`src/rtl/viterbi_pkg.sv`:
```
// Shared types and constants for the hard-decision Viterbi decoder.
// Holds the frame-controller state enum, symbol width and initial path metrics.
package viterbi_pkg;

    localparam int SIZE_DATA = 2;

    // Initial path metrics: state 0 is known, all others start penalised.
    localparam int PM_INIT_0     = 0;
    localparam int PM_INIT_OTHER = 3;

    typedef enum logic [2:0] {
        S_IDLE,
        S_INIT,
        S_ACS,
        S_TAIL,
        S_TRACE,
        S_DONE
    } vit_ctrl_state_t;

endpackage

```
`src/rtl/viterbi_sym_pipe.sv`:
```
// One-stage output register for BMU symbol, ACS valid and survivor address.
// Ports: clk, rst_n, load/sym/idx in; sym_q/valid_q/idx_q registered out.
module viterbi_sym_pipe
    import viterbi_pkg::*;
#(
    parameter int AW = 4
) (
    input  logic                 clk,
    input  logic                 rst_n,
    input  logic                 load,
    input  logic [SIZE_DATA-1:0] sym,
    input  logic [AW-1:0]        idx,
    output logic [SIZE_DATA-1:0] sym_q,
    output logic                 valid_q,
    output logic [AW-1:0]        idx_q
);

    // Symbol and address hold their last value between loads.
    always_ff @(posedge clk or negedge rst_n) begin
        if (!rst_n) begin
            sym_q   <= '0;
            valid_q <= 1'b0;
            idx_q   <= '0;
        end else begin
            valid_q <= load;
            if (load) begin
                sym_q <= sym;
                idx_q <= idx;
            end
        end
    end

endmodule

```
`src/rtl/viterbi_frame_ctrl.sv`:
```
// Frame sequencer for the Viterbi decoder: symbol intake, PMU/survivor
// control, zero-tail insertion and traceback handshake.
// Ports: i_clk, i_rst_n, i_start, i_sym_valid/i_sym_data/o_sym_ready,
//   o_bmu_data, o_pm_valid, o_pm_init, o_surv_we, o_surv_waddr,
//   o_tb_start, i_tb_done, o_frame_done, o_busy, o_err (macro only).
// Macro VITERBI_FRAME_CTRL_TIMEOUT_EN adds the traceback watchdog and o_err.
module viterbi_frame_ctrl
    import viterbi_pkg::*;
#(
    parameter int FRAME_LEN  = 16,
    parameter int TAIL_LEN   = 2,
    parameter int TB_TIMEOUT = 64
) (
    input  logic                                  i_clk,
    input  logic                                  i_rst_n,
    input  logic                                  i_start,
    input  logic                                  i_sym_valid,
    input  logic [SIZE_DATA-1:0]                  i_sym_data,
    output logic                                  o_sym_ready,
    output logic [SIZE_DATA-1:0]                  o_bmu_data,
    output logic                                  o_pm_valid,
    output logic                                  o_pm_init,
    output logic                                  o_surv_we,
    output logic [$clog2(FRAME_LEN+TAIL_LEN)-1:0] o_surv_waddr,
    output logic                                  o_tb_start,
    input  logic                                  i_tb_done,
    output logic                                  o_frame_done,
    output logic                                  o_busy
`ifdef VITERBI_FRAME_CTRL_TIMEOUT_EN
    ,
    output logic                                  o_err
`endif
);

    localparam int AW = $clog2(FRAME_LEN + TAIL_LEN);
    localparam logic [AW-1:0] LAST_DATA = AW'(FRAME_LEN - 1);
    localparam logic [AW-1:0] LAST_IDX  = AW'(FRAME_LEN + TAIL_LEN - 1);

    if (FRAME_LEN < 2 || TAIL_LEN < 1 || TB_TIMEOUT < 1) begin : g_bad_param
        $error("viterbi_frame_ctrl: illegal parameter value");
    end

    vit_ctrl_state_t state, next_state;

    logic [AW-1:0]        load_idx;
    logic                 load;
    logic [SIZE_DATA-1:0] load_sym;
    logic                 launch;
    logic                 tb_issued;
    logic                 tb_wait;

`ifdef VITERBI_FRAME_CTRL_TIMEOUT_EN
    localparam int WW = $clog2(TB_TIMEOUT + 1);
    localparam logic [WW-1:0] WD_LAST = WW'(TB_TIMEOUT - 1);
    logic [WW-1:0] wd_cnt;
    logic          timeout;
`endif

    always_comb begin
        next_state = state;
        load       = 1'b0;
        load_sym   = '0;
        launch     = 1'b0;
        // done is only looked at once the launch pulse has gone out
        tb_wait    = (state == S_TRACE) && tb_issued && !o_tb_start;
`ifdef VITERBI_FRAME_CTRL_TIMEOUT_EN
        timeout    = 1'b0;
`endif
        unique case (state)
            S_IDLE: begin
                if (i_start) next_state = S_INIT;
            end
            S_INIT: begin
                next_state = S_ACS;
            end
            S_ACS: begin
                if (i_sym_valid) begin
                    load     = 1'b1;
                    load_sym = i_sym_data;
                    if (load_idx == LAST_DATA) next_state = S_TAIL;
                end
            end
            S_TAIL: begin
                load = 1'b1;
                if (load_idx == LAST_IDX) next_state = S_TRACE;
            end
            S_TRACE: begin
                launch = !tb_issued;
                if (tb_wait && i_tb_done) begin
                    next_state = S_DONE;
                end
`ifdef VITERBI_FRAME_CTRL_TIMEOUT_EN
                else if (tb_wait && wd_cnt == WD_LAST) begin
                    timeout    = 1'b1;
                    next_state = S_IDLE;
                end
`endif
            end
            S_DONE: begin
                next_state = S_IDLE;
            end
            default: begin
                next_state = S_IDLE;
            end
        endcase
    end

    // Status outputs are registered copies of the next-state decode,
    // so each one lines up exactly with the state it describes.
    always_ff @(posedge i_clk or negedge i_rst_n) begin
        if (!i_rst_n) begin
            state        <= S_IDLE;
            o_busy       <= 1'b0;
            o_pm_init    <= 1'b0;
            o_sym_ready  <= 1'b0;
            o_frame_done <= 1'b0;
            o_tb_start   <= 1'b0;
            tb_issued    <= 1'b0;
            load_idx     <= '0;
        end else begin
            state        <= next_state;
            o_busy       <= (next_state != S_IDLE);
            o_pm_init    <= (next_state == S_INIT);
            o_sym_ready  <= (next_state == S_ACS);
            o_frame_done <= (next_state == S_DONE);
            o_tb_start   <= launch;
            tb_issued    <= (next_state == S_TRACE) && (tb_issued || launch);
            if (state == S_IDLE || state == S_DONE) begin
                load_idx <= '0;
            end else if (load && load_idx != LAST_IDX) begin
                load_idx <= load_idx + 1'b1;
            end
        end
    end

`ifdef VITERBI_FRAME_CTRL_TIMEOUT_EN
    always_ff @(posedge i_clk or negedge i_rst_n) begin
        if (!i_rst_n) begin
            wd_cnt <= '0;
            o_err  <= 1'b0;
        end else begin
            wd_cnt <= tb_wait ? wd_cnt + 1'b1 : '0;
            if (state == S_IDLE && i_start) begin
                o_err <= 1'b0;
            end else if (timeout) begin
                o_err <= 1'b1;
            end
        end
    end
`endif

    viterbi_sym_pipe #(
        .AW(AW)
    ) u_pipe (
        .clk    (i_clk),
        .rst_n  (i_rst_n),
        .load   (load),
        .sym    (load_sym),
        .idx    (load_idx),
        .sym_q  (o_bmu_data),
        .valid_q(o_pm_valid),
        .idx_q  (o_surv_waddr)
    );

    assign o_surv_we = o_pm_valid;

endmodule

```
`config.mk`:
```
export PLATFORM = sky130hd
export DESIGN_NAME = viterbi_frame_ctrl
export DESIGN_NICKNAME = d
export VERILOG_FILES = /design/src/rtl/viterbi_pkg.sv /design/src/rtl/viterbi_sym_pipe.sv /design/src/rtl/viterbi_frame_ctrl.sv
export SDC_FILE = /design/constraint.sdc
export NUM_CORES = 1
export LEC_CHECK = 0
export ABC_AREA = 1
export ABC_CLOCK_PERIOD_IN_PS = 2800
export CORE_ASPECT_RATIO = 0.7
export CORE_MARGIN = 2
export CORE_UTILIZATION = 23
export CTS_BUF_LIST = sky130_fd_sc_hd__clkbuf_4 sky130_fd_sc_hd__clkbuf_8
export DETAILED_ROUTE_END_ITERATION = 12
export PLACE_DENSITY_LB_ADDON = 0.1
export SLEW_MARGIN = 20
export SYNTH_ARGS = -nofsm -noshare
export SYNTH_HDL_FRONTEND = slang
export SYNTH_SLANG_ARGS = --single-unit
```
`constraint.sdc`:
```
create_clock -name i_clk -period 2.8 [get_ports i_clk]
set_input_delay 0.84 -clock i_clk [delete_from_list [all_inputs] [get_ports i_clk]]
set_output_delay 0.84 -clock i_clk [all_outputs]
set_load 0.03 [all_outputs]
```
==> results by group <==
Outcome
  • Outcome: completed

STA
  • Fin Setup TNS: 0 ns
  • Final Skew: 0.003456 ns
  • RSZ-0062 raised after global routing: false
  • Worst slew margin: 55.86%
  • Final setup fails: 0
  • Max frequency: 470.1 MHz
  • Max Slew Vio Count: 0
  • Period utilization: 75.97%
  • Fin worst setup slack: 0.6727 ns
  • Final Hold Viols: 0
  • Worst Max-Slew Pin Slew: 0.6620 ns
  • Post-layout min period: 2.127 ns

Placed design
  • Dpl cells: 189
  • Placer's final routability congestion estimate: 0.7422
  • Port Buffers: 20
  • Hpwl dp: 1.570 mm
  • Post-DP Area: 1286 sq um
  • Place WS: 0.3848 ns

Yosys
  • Total of warnings raised by yosys: 0
  • Synthesized area: 1036 sq um
  • Syn Nets: 126
  • Cells after Synth: 116
  • Synthesized area per cell: 8.931 sq um
  • Yosys cell types: 18
  • Post-synthesis register bit count: 22
  • Sequential fraction of the synthesis area: 53.14%

Global route
  • All-Layer GR Usage: 9.313%
  • Vias in the first global route: 752
  • First-pass GRT wire length: 3.532 mm
  • Initial antenna violation count: 0
  • Largest net degree at the start of global routing: 23
  • GRT overflow: 0

CTS
  • Clk_lat worst skew: 0.26 ns
  • Clk sink count: 22
  • Clock Path Buffers: 2
  • H-tree levels: 1
  • PostCTS Resize Cnt: 0
  • Postcts setup bufs: 0
  • Cts-stage hold buffer count: 0
  • CTS Root Buffer Type: clkbuf_8
  • Num CTS Buffers: 3
  • TritonCTS clock tree: built
  • Worst-path clk slew: 0.08 ns

Power
  • Max IR drop VDD: 0.3745 mV
  • Overall power: 1.587 mW
  • Leakage: 0.6413 nW
  • P per Cell Area: 1169 nW/um^2

Critical path
  • CP Buf/Inv Count: 1
  • Critical path type: flop to primary output
  • Worst path max stage delay: 0.67 ns
  • WP data required: 1.96 ns
  • Worst-path cell chain: clkdlybuf4s50_1
  • Cell family with most CP delay: buffers and inverters
  • Slowest-stage cell, CP: clkdlybuf4s50_1
  • Reg2reg setup slack: 1.24 ns
  • Arr. time, crit path: 1.29 ns
  • CP Max Fanout: 2
  • Startpoint types: flop
  • Crit path capture type: primary output

Finish
  • FF+latch area: 550.5 sq um
  • Multi-input combinational cell area: 399.1 sq um
  • Finished Layout Cells: 193
  • N_diodes: 0
  • Fin nets: 149
  • Layout cells sized above 1: 12.32%
  • Fillers: 452
  • Area grow syn2layout: 31.04%
  • Non-Filler Cell Area, Final: 1358 sq um

Floorplanning
  • # IOs: 21
  • Cell Rows: 20
  • Initial core utilization: 23.93%
  • Core Box Area: 4329 sq um
  • Die width: 84.22 um
  • Die Ht: 60.15 um
  • Die area: 5066 sq um

Routing
  • DR vias/cell: 4.016
  • Drt total wl: 2.088 mm
  • Initial detailed-routing violation count: 35
  • Wire length per cell: 10.82 um
  • Final ANT Viol Nets: 0
  • Residual DRC count: 0
  • Pre-antenna DRT Iters: 4
  • Via Count: 775

Flow run
  • Max Cap Violations: 0

Worst hold path
  • HP Class: flop to flop
## placed cells by master, fill, tap and decap left out
cell type        instances
nand2_1                 23
dfrtp_1                 22
clkdlybuf4s50_1         20
inv_1                   15
nor2_1                  15
nand3_1                  8
o21ai_2                  7
o21ai_0                  6
o21ai_1                  4
ha_1                     3
clkbuf_8                 3
nor2_2                   2
a21oi_1                  2
xor2_1                   2
inv_2                    1
nor3_2                   1
nand4_1                  1
nor2_4                   1
bufinv_16                1
buf_4                    1
## logic make-up after synthesis
logic type | Yosys count | share of synthesized area (%)
AO/OA/AOI/OAI | 19 | 11.72
XOR/XNOR | 2 | 1.691
adder cells (fa/ha/maj) | 3 | 3.624
buffers and inverters | 19 | 8.332
flip-flops | 22 | 53.14
AND/OR/NAND/NOR | 51 | 21.50
## area by class of cell
cell class	count	share of cell area, %
tap	55	5.069
clock inverter	1	2.212
inverter	16	4.424
clock buffer	3	3.041
timing repair buffer	21	15.30
multi-input combinational	75	29.40
sequential	22	40.55
## Yosys cell counts
master,n,area (sq um)
a21oi_1,2,10.01
inv_2,1,3.750
nor2_4,1,11.26
xor2_1,2,17.52
inv_1,15,56.30
nand4_1,1,6.260
dfrtp_1,22,550.5
nand2_1,23,86.33
buf_6,1,11.26
nor2_2,2,12.51
o21ai_1,4,20.02
o21ai_0,6,30.03
buf_4,2,15.01
nor3_2,1,10.01
o21ai_2,7,61.31
ha_1,3,37.54
nand3_1,8,40.04
nor2_1,15,56.30
## path summary, 6_finish.rpt
| path | depth (start not counted) | endpoint | from |
|---|---|---|---|
| worst max-delay path | 1 | o_surv_waddr[2] | u_pipe.idx_q[2] |
| worst min-delay path | 1 | o_tb_start | tb_issued |
| worst max register to register | 9 | o_sym_ready | load_idx[0] |
| worst min register to register | 1 | o_tb_start | tb_issued |
| max in group asynchronous | 2 | load_idx[1] | i_rst_n |
| min in group asynchronous | 2 | o_tb_start | i_rst_n |
## per-stage QoR
stage                     utilization, %  hold WS, ns
after floorplan                        -       0.4208
after global placement             29.71       0.4466
after detailed placement           29.71       0.4404
after CTS                          31.36       0.4440
after global routing               31.36       0.4577
final                              31.36       0.4440
## report_power, final
group          switching [mW]  leakage [nW]  internal (mW)
registers              0.0934         0.275          0.435
logic                   0.480         0.330          0.288
clock network           0.100        0.0357          0.191
## state kept, by name (all words and copies together), names as in the netlist
signal,flops
load_idx,5
u_pipe.idx_q,5
state,3
u_pipe.sym_q,2
o_busy,1
o_frame_done,1
o_pm_init,1
o_sym_ready,1
o_tb_start,1
tb_issued,1
u_pipe.valid_q,1
## routing by layer
| metal | vias up | track usage (%) | part of all wire (%) | wire [um] |
|---|---|---|---|---|
| li1 | 411 | - | - | - |
| met1 | 344 | 12.72 | 53 | 1116 |
| met2 | 18 | 13.49 | 40 | 833 |
| met3 | 2 | 3.867 | 5.8 | 121 |
| met4 | 0 | 2.765 | 0.77 | 16 |
| met5 | - | 0 | 0 | 0 |
Power figures use the tool's default switching activity.
